<file path="config.mk">
export PLATFORM = sky130hd
export DESIGN_NAME = vga_timing_gen
export DESIGN_NICKNAME = d
export VERILOG_FILES = /design/src/rtl/vga_timing_pkg.sv /design/src/rtl/vga_pix_div.sv /design/src/rtl/vga_timing_gen.sv
export SDC_FILE = /design/constraint.sdc
export NUM_CORES = 1
export LEC_CHECK = 0
export CAP_MARGIN = 20
export CORE_ASPECT_RATIO = 0.9
export CORE_MARGIN = 5
export CORE_UTILIZATION = 30
export CTS_BUF_LIST = sky130_fd_sc_hd__clkbuf_4 sky130_fd_sc_hd__clkbuf_8 sky130_fd_sc_hd__clkbuf_16
export DETAILED_ROUTE_END_ITERATION = 8
export GPL_ROUTABILITY_DRIVEN = 0
export PLACE_DENSITY = 0.59
export SLEW_MARGIN = 15
export SYNTH_ARGS = -nofsm -noshare
export SYNTH_HDL_FRONTEND = slang
export SYNTH_SLANG_ARGS = --single-unit
</file>
<file path="constraint.sdc">
create_clock -name clock -period 2.65 [get_ports clock]
set_input_delay 0.6625 -clock clock [delete_from_list [all_inputs] [get_ports clock]]
set_output_delay 0.6625 -clock clock [all_outputs]
set_load 0.005 [all_outputs]
</file>
<file path="src/rtl/vga_timing_pkg.sv">
// rtl/vga_timing_pkg.sv - shared VGA timing constants and helpers
package vga_timing_pkg;

   // 640x480@60 from a 50 MHz system clock (25 MHz pixel rate)
   localparam int VGA640_PIX_DIV = 2;
   localparam int VGA640_H_VIS   = 640;
   localparam int VGA640_H_FP    = 16;
   localparam int VGA640_H_SYNC  = 96;
   localparam int VGA640_H_BP    = 48;
   localparam int VGA640_V_VIS   = 480;
   localparam int VGA640_V_FP    = 10;
   localparam int VGA640_V_SYNC  = 2;
   localparam int VGA640_V_BP    = 33;

   // 800x600@72 from a 50 MHz system clock (50 MHz pixel rate)
   localparam int SVGA800_PIX_DIV = 1;
   localparam int SVGA800_H_VIS   = 800;
   localparam int SVGA800_H_FP    = 56;
   localparam int SVGA800_H_SYNC  = 120;
   localparam int SVGA800_H_BP    = 64;
   localparam int SVGA800_V_VIS   = 600;
   localparam int SVGA800_V_FP    = 37;
   localparam int SVGA800_V_SYNC  = 6;
   localparam int SVGA800_V_BP    = 23;

   localparam logic SYNC_ACTIVE_LOW  = 1'b0;
   localparam logic SYNC_ACTIVE_HIGH = 1'b1;

   function automatic int timing_total(input int vis, input int fp, input int sync, input int bp);
      return vis + fp + sync + bp;
   endfunction

endpackage

</file>
<file path="src/rtl/vga_pix_div.sv">
// rtl/vga_pix_div.sv - system clock divider producing the pixel tick
module vga_pix_div #(
   parameter int PIX_DIV = 2
) (
   input  logic clock,
   input  logic reset,
   output logic tick
);

   // A one-bit counter pinned at zero keeps PIX_DIV=1 on the same path with tick always high.
   localparam int CW = (PIX_DIV > 1) ? $clog2(PIX_DIV) : 1;
   localparam logic [CW-1:0] LAST = CW'(PIX_DIV - 1);

   logic [CW-1:0] div_cnt;

   always_ff @(posedge clock) begin
      if (reset) begin
         div_cnt <= '0;
      end else if (div_cnt == LAST) begin
         div_cnt <= '0;
      end else begin
         div_cnt <= div_cnt + CW'(1);
      end
   end

   assign tick = (div_cnt == LAST);

endmodule

</file>
<file path="src/rtl/vga_timing_gen.sv">
// rtl/vga_timing_gen.sv - VGA raster counters, syncs and line/frame strobes
module vga_timing_gen
   import vga_timing_pkg::*;
#(
   parameter int   PIX_DIV  = VGA640_PIX_DIV,
   parameter int   H_VIS    = VGA640_H_VIS,
   parameter int   H_FP     = VGA640_H_FP,
   parameter int   H_SYNC   = VGA640_H_SYNC,
   parameter int   H_BP     = VGA640_H_BP,
   parameter int   V_VIS    = VGA640_V_VIS,
   parameter int   V_FP     = VGA640_V_FP,
   parameter int   V_SYNC   = VGA640_V_SYNC,
   parameter int   V_BP     = VGA640_V_BP,
   parameter int   H_BITS   = 10,
   parameter int   V_BITS   = 10,
   parameter logic SYNC_POL = SYNC_ACTIVE_LOW
) (
   input  logic              clock,
   input  logic              reset,
   output logic              pixel_ce,
   output logic [H_BITS-1:0] hcount,
   output logic [V_BITS-1:0] vcount,
   output logic              active,
   output logic              hsync,
   output logic              vsync,
   output logic              line_start,
   output logic              frame_start
);

   localparam int H_TOTAL = timing_total(H_VIS, H_FP, H_SYNC, H_BP);
   localparam int V_TOTAL = timing_total(V_VIS, V_FP, V_SYNC, V_BP);
   localparam logic [H_BITS-1:0] H_LAST = H_BITS'(H_TOTAL - 1);
   localparam logic [V_BITS-1:0] V_LAST = V_BITS'(V_TOTAL - 1);

   logic              tick;
   logic [H_BITS-1:0] h_next;
   logic [V_BITS-1:0] v_next;
   logic              active_next;
   logic              hsync_next;
   logic              vsync_next;
   int                h_ext;
   int                v_ext;

   vga_pix_div #(
      .PIX_DIV(PIX_DIV)
   ) u_pix_div (
      .clock(clock),
      .reset(reset),
      .tick (tick)
   );

   // Decode from the upcoming coordinate so every registered output describes the same pixel.
   always_comb begin
      h_next = hcount + H_BITS'(1);
      v_next = vcount;
      if (hcount == H_LAST) begin
         h_next = '0;
         v_next = (vcount == V_LAST) ? '0 : vcount + V_BITS'(1);
      end
      h_ext       = int'(h_next);
      v_ext       = int'(v_next);
      active_next = (h_ext < H_VIS) && (v_ext < V_VIS);
      hsync_next  = ((h_ext >= H_VIS + H_FP) && (h_ext < H_VIS + H_FP + H_SYNC)) ? SYNC_POL : ~SYNC_POL;
      vsync_next  = ((v_ext >= V_VIS + V_FP) && (v_ext < V_VIS + V_FP + V_SYNC)) ? SYNC_POL : ~SYNC_POL;
   end

   always_ff @(posedge clock) begin
      if (reset) begin
         pixel_ce    <= 1'b0;
         hcount      <= H_LAST;
         vcount      <= V_LAST;
         active      <= 1'b0;
         hsync       <= ~SYNC_POL;
         vsync       <= ~SYNC_POL;
         line_start  <= 1'b0;
         frame_start <= 1'b0;
      end else if (tick) begin
         pixel_ce    <= 1'b1;
         hcount      <= h_next;
         vcount      <= v_next;
         active      <= active_next;
         hsync       <= hsync_next;
         vsync       <= vsync_next;
         line_start  <= (h_next == '0);
         frame_start <= (h_next == '0) && (v_next == '0);
      end else begin
         pixel_ce    <= 1'b0;
         line_start  <= 1'b0;
         frame_start <= 1'b0;
      end
   end

endmodule

</file>
Yosys cells after proc, flatten, opt, wreduce, memory -nomap -nowiden
Index checks and enable logic that the tools add are counted.

Div/mod/pow operators: 0. Add/subtract/negate cells: 3. Bitwise operators: 1. Multipliers: 0. Muxes and demuxes: 6. Shift-type cells: 0. Order comparisons: 6. Equality and inequality tests: 2. Reductions and logical operators: 8.

Operators with widths (count): $mux 10 (3); $add 10x1->10 const B (2); $eq 10x10->1 const B (2); $logic_not 10->1 (2); $lt 10x10->1 const B (2); $lt 10x9->1 const B (2); $ge 10x10->1 const B (1); $ge 10x9->1 const B (1); $logic_and 1x1->1 (4); $reduce_or 2->1 (2); $mux 1 (3); $add 1x1->1 const B (1); $not 1->1 (1).

Word-level logic and storage cells: 35. Memories kept: 0. Output and inout port bits: 26. RAM bits: 0. Latch bits: 0. Input bits: 2. Bits in read-only memories: 0. Register bits after elaboration: 27.

Longest topological paths before layout
Gate-level depths: netlist of run 1.

Depth after elaboration: 6. Gate-level depth with buffers: 8.

Hierarchy
Synthesis of run 1 repeated with hierarchy kept, for this count alone.

Cells, all modules: 219. Area total of the unflattened synthesis: 1773.0 um^2.

Modules (own cells, without submodules): vga_timing_gen (cells each 217, times used 1, seq. area each 520.5 um^2, area each 1749.2 um^2); vga_pix_div (cells each 2, times used 1, seq. area each 20.0 um^2, area each 23.8 um^2).

Least setup slack after synthesis of run 1
No wires, ideal clock.

Kind: register -> register. From: register hcount[0]. To: register active. Data required time: 2533 ps. Period minus slack after synthesis: 2043 ps. Stages on the path, launching flop included: 7. Buffers on the path: 0. Arrival time: 1926 ps. Slack: 607 ps. Cells stage by stage: dfxtp_1 > ha_1 > and4_4 > nand3_4 > or3_4 > a211o_1 > a32o_1.

Word-level cells in the longest chain between the ends: 4. Elaborated cells between the ends (all ways): 7. Classes of those cells: 1 x add/sub; 2 x order compare; 1 x eq/ne; 2 x mux; 1 x reduce/logical.

RTL lines: start, declared (line vga_timing_gen.sv:21) `output logic [H_BITS-1:0] hcount,`; start signal, assigned (line vga_timing_gen.sv:79) `hcount <= h_next;`; $add 10x1->10 or $eq 10x10->1 (tied branches) (line vga_timing_gen.sv:54, vga_timing_gen.sv:56); $mux 10 (line vga_timing_gen.sv:56) `if (hcount == H_LAST) begin`; $lt 10x10->1 or $lt 10x9->1 (tied branches) (line vga_timing_gen.sv:62) `active_next = (h_ext < H_VIS) && (v_ext < V_VIS);`; $logic_and 1x1->1 (*) (line vga_timing_gen.sv:62); end signal, assigned (line vga_timing_gen.sv:81) `active <= active_next;`; end, declared (line vga_timing_gen.sv:23) `output logic active,`.

Every way passes the cells marked *; elsewhere a longest branch is shown, timed or not. A chain may end at the register's enable or synchronous reset.

Final worst setup path of run 1
Ends and elaborated chain as after synthesis.

==> metrics.cfg, run 1 <==
[die]
die_height_um = 81.9
dieArea_um2 = 7360
die_w_um = 89.9
start_util_pct = 30.6
pin_count = 28
core_um2 = 5630
num_rows = 26

[timing]
drv_slew = 0
finalClockSkew_ns = 0.00335
finalHoldViolCount = 0
tns_ns = 0
fin_crit_ns = 2.31
setup_viol = 0
fin_crit_sh_pct = 87.1
slew_headroom_pct = 66.0
rsz0062_at_grt = false
worst_slew_pin_slew_ns = 0.509
fmax_mhz = 433

[critical_path]
cp-start-kind = register
worst-setup-path-type = register to register
required_ns = 2.83
end_kind = register
worst-path-max-fanout = 11
crit_arrival_ns = 2.48

[power]
power_density_nw_per_um2 = 536
leakagePower_nw = 0.780
vdd_ir_drop_max_mv = 0.192
total_power_mw = 1.12

[yosys]
synthesis.area_um2 = 1720
synth_nets = 228
syn_avg_cell_area_um2 = 7.73
synth_seq_cells = 27
ys.flop_type = dfxtp_1
yosysSeqAreaShare_pct = 31.4
synth_edf_count = 0
synth-async-reset-ratio_pct = 0
yosysWarnings = 0
ys_types = 54
syn_inst = 223

[routing]
routed_wl_um = 4430
drtIter0Drc = 250
wl_per_cell_um = 14.1
vias = 1662
ant_nets = 0
drc = 0
post_drt_via_cell_ratio = 5.31
dr.pass1.iters = 5

[clock_tree]
htree_levels = 1
cts_hold_buf = 0
cts-resized-gates = 0
cts_made_buffers = 3
cts_setup_buffers = 0
cts-root-buf = clkbuf_8
clk_latency_ns = 0.28
clk_pin_slew_ns = 0.10
cts_tree = built
cts.sinks = 27
clockBufferDepth = 2

[global_route]
grt_pass1_vias = 1454
grt_max_degree = 16
grt_pass1_wl_um = 7270
gr-usage-all-layers_pct = 11.9
overflow = 0
antenna_found_initial = 0

[placement]
portBuffers = 27
hpwl_um = 3210

[status]
outcome = finished, final reports clean

[min_path]
hold_class = register to register

[final_layout]
n_fill_cell = 595
num-nets-final = 249
diodes = 0
drive_above_1_share_pct = 8.23
area_growth_syn_to_layout_pct = 21.0

[run]
maxCapViolations = 0

-- state kept, by name (all words and copies together), names as in the netlist --
name            flops
frame_start         1
hsync               1
pixel_ce            1
vcount             10
u_pix_div.tick      1
hcount             10
active              1
line_start          1
vsync               1
-- routing by layer --
| metal | vias up | share of wire, % | GRT usage [%] |
|---|---|---|---|
| met4 | 0 | 1.6 | 4.17 |
| li1 | 840 | - | - |
| met3 | 5 | 5.1 | 2.11 |
| met1 | 777 | 51 | 17.3 |
| met5 | - | 0 | 0 |
| met2 | 40 | 42 | 17.5 |
-- final timing paths --
| path | startpoint | to | slack (ns) | depth (start not counted) |
|---|---|---|---|---|
| max | hcount[0] | active | 0.34 | 7 |
| min | vsync | vsync | 0.50 | 2 |
| max reg2reg | hcount[0] | active | 0.34 | 7 |
| min reg2reg | vsync | vsync | 0.50 | 2 |
-- layout make-up --
class                   count  area (um2)  area share, %
inverters                   7        26.3           1.26
well taps                  70        87.6           4.20
multi-input cells         174        1080           51.9
clock buffers               4        48.8           2.34
repair buffers             31         300           14.4
flip-flops and latches     27         541           25.9
-- critical path: stages (launching register included) --
cell	delay, ns
dfxtp_1	0.41
ha_1	0.33
and4_4	0.30
and3_4	0.27
nand4_2	0.17
xor2_1	0.20
a211o_1	0.29
a32o_1	0.24
-- cells by family after synthesis --
logic type / synth area share [%]
buffers and inverters: 5.88
adders and majority gates: 2.18
and+or+nand+nor: 34.0
muxes: 0.581
DFF: 31.4
AOI/OAI and AO/OA: 19.4
xor gates and xnor gates: 6.61
-- metrics by stage --
stage / setup slack (ns) / hold WS (ns) / cells / util [%] / cell area (um2)
after floorplan: 0.607 / 0.466 / 223 / - / 1720
after global placement: 0.419 / 0.479 / 309 / 36.2 / 2040
after detailed placement: 0.376 / 0.492 / 309 / 36.2 / 2040
after CTS: 0.349 / 0.506 / 313 / 37.0 / 2080
after global routing: 0.188 / 0.556 / 313 / 37.0 / 2080
final: 0.343 / 0.504 / 313 / 37.0 / 2080
-- cells in the final DEF, fill, tap and decap left out, drive strengths merged, types with 3 or more instances in the layout --
cell           synthesis  layout
a211o                  5       5
a21oi                 12      12
a31oi                  5       5
and3                   6       6
buf                    7       4
clkbuf                 8       4
clkdlybuf4s50          0      27
dfxtp                 27      27
ha                     3       3
inv                    7       7
nand2                 17      17
nand2b                 3       3
nand3                 11      11
nand4                  9       9
nor2                  33      33
nor2b                  3       3
nor3                  11      11
nor4                   3       3
o21ai                 13      13
o31ai                  3       3
or3                    3       3
xnor2                  7       7
xor2                   6       6
-- where the power goes --
| part | switching, mW | internal [mW] |
|---|---|---|
| sequential | 0.0447 | 0.431 |
| clock | 0.135 | 0.118 |
| combinational | 0.216 | 0.172 |
| total | 0.396 | 0.722 |
-- synthesized netlist by cell type (2+ instances only) --
cell       n  area [um2]
o21ai_0   12        60.1
nand4_1    7        43.8
nor2_1    32         120
nor4_1     3        18.8
nand2b_1   3        18.8
a31oi_1    5        31.3
xnor2_1    7        61.3
nor2b_1    3        18.8
inv_1      7        26.3
nand2_1   16        60.1
clkbuf_1   7        26.3
and3_1     4        25.0
o21bai_1   2        15.0
a211o_1    5        43.8
o31ai_1    3        22.5
buf_2      5        25.0
xor2_1     6        52.6
a21oi_1   12        60.1
or3_1      2        12.5
nor3_1    10        50.1
nand4_2    2        25.0
ha_1       3        37.5
dfxtp_1   27         541
nand3_1   10        50.1
(Power assumes the default switching activity.)
==> run 2, diff against run 1 <==
PLACE_DENSITY = 0.61   (was 0.59)
clock period = 1.9 ns   (was 2.65 ns; I/O delays follow)
==> metrics.cfg, run 2 (same netlist as run 1, synthesis figures left out) <==
[critical_path]
r2r-end = active
cp.depth = 8
crit_top_cell = nor2_1
crit_end = active
crit_chain = inv_1 -> ha_1 -> nor4bb_4 -> and4_1 -> o211a_1 -> nor2_1 -> nor2_1 -> a32o_1
crit_arrival_ns = 2.08
worst-path-max-fanout = 6
required_ns = 2.07
reg2reg_depth = 8
r2r_slack_ns = -0.01
regToRegStartpoint = vcount[1]
critical-path-top-delay-family = simple AND/OR/NAND/NOR gates
cp_slowest_cell = dfxtp_2
timing.critical_path.buf_inv = 1
crit_start = vcount[1]
cp-start-kind = register
worst-setup-path-type = register to register
max_stage_delay_ns = 0.40
end_kind = register

[routing]
routed_wl_um = 5080
vias = 1833
drtIter0Drc = 176
drc = 0
dr.pass1.iters = 4
post_drt_via_cell_ratio = 5.21
ant_nets = 0
wl_per_cell_um = 14.4

[global_route]
globalRouteMet1Util_pct = 18.8
gr-usage-all-layers_pct = 13.4
grt_busiest_layer = met2
grt_pass1_wl_um = 8230
grt_pass1_vias = 1653
antenna_found_initial = 0
met2_usage_pct = 20.8
overflow = 0
grt_max_degree = 19
met3_usage_pct = 2.20

[final_layout]
area_growth_syn_to_layout_pct = 42.9
drive_above_1_share_pct = 25.9
final_cell_area_um2 = 2460
num-nets-final = 288
diodes = 0
register_area_um2 = 551
multi_input_comb_area_um2 = 1150
reg.largest.list = hcount: 10 flops, vcount: 10 flops
final_cell_mix = buf_4, nor2_1, clkdlybuf4s50_1
final_common_cell = buf_4
n_fill_cell = 543
fin_util_pct = 43.8

[power]
vdd_ir_drop_max_mv = 0.429
power_density_nw_per_um2 = 718
leakagePower_nw = 0.987

[timing]
finalHoldViolCount = 0
setup_viol = 1
rsz0062_at_grt = true
fin_crit_ns = 1.91
fin_crit_sh_pct = 101
slew_headroom_pct = 76.9
finalClockSkew_ns = 0.00418
worst_slew_pin_slew_ns = 0.343
fmax_mhz = 523
drv_slew = 0
fin_ws_ns = -0.0112

[die]
die_height_um = 81.9
die_w_um = 89.9
dieArea_um2 = 7360
core_um2 = 5630
num_rows = 26
start_util_pct = 30.6
pin_count = 28

[clock_tree]
clk_latency_ns = 0.27
cts_hold_buf = 0
cts_made_buffers = 3
htree_levels = 1
clk_pin_slew_ns = 0.10
cts_tree = built
cts.sinks = 27
cts-root-buf = clkbuf_8
clockBufferDepth = 2

[placement]
placed_area_um2 = 2310
hpwl_um = 3680
portBuffers = 27

[status]
outcome = finished, violations left
violations = negative setup slack

[run]
maxCapViolations = 0

[min_path]
hold_class = register to register
hp-start = active

==> run 2: cell type report <==
cell class	count	area share, %
clock buffers	4	1.98
inverters	7	1.07
multi-input cells	174	46.6
flip-flops and latches	27	22.4
well taps	70	3.56
repair buffers	70	24.4
==> run 2: what timing repair did <==
action / in CTS / in global routing
gates resized for setup: 5 / 12
cloned: 0 / 0
pin swaps: 5 / 9
setup buffers: 3 / 2
endpoints found under the setup margin: 4 / 8
==> run 2: worst min path at each step <==
stage | to | slack [ns] | cells past startpoint
floorplan | active | 0.47 | 1
global placement | active | 0.47 | 1
detailed placement | active | 0.47 | 1
CTS | active | 0.49 | 1
global route | vsync | 0.53 | 2
finish | active | 0.49 | 1
==> run 2: power breakdown <==
group	leakage (nW)	switching, mW	internal [mW]	total [mW]
logic	0.739	0.399	0.386	0.785
clock network	0.0262	0.189	0.165	0.354
registers	0.222	0.0281	0.602	0.630
total	0.987	0.617	1.15	1.77
==> run 2: stage by stage <==
stage	cells	setup TNS [ns]	power (mW)	hold WS, ns	worst slack [ns]
6_report	352	-0.0112	1.77	0.488	-0.0112
5_1_grt	352	-0.337	1.88	0.534	-0.113
4_1_cts	350	0	1.73	0.490	0.00953
3_5_place_dp	343	-0.0837	1.34	0.467	-0.0826
3_3_place_gp	343	-0.154	1.34	0.470	-0.154
2_1_floorplan	223	0	1.07	0.466	0.00259
==> run 2: metal layers <==
metal / vias up / routed length (um) / part of all wire, %
met2: 65 / 2270 / 45
met5: - / 0 / 0
met4: 0 / 41 / 0.81
met1: 851 / 2430 / 48
li1: 915 / - / -
met3: 2 / 335 / 6.6
==> run 2: worst register-to-register path, cell delays in order, from the launching register on <==
cell,delay (ns)
dfxtp_2,0.40
inv_1,0.08
ha_1,0.20
nor4bb_4,0.16
and4_1,0.19
o211a_1,0.24
nor2_1,0.19
nor2_1,0.12
a32o_1,0.23
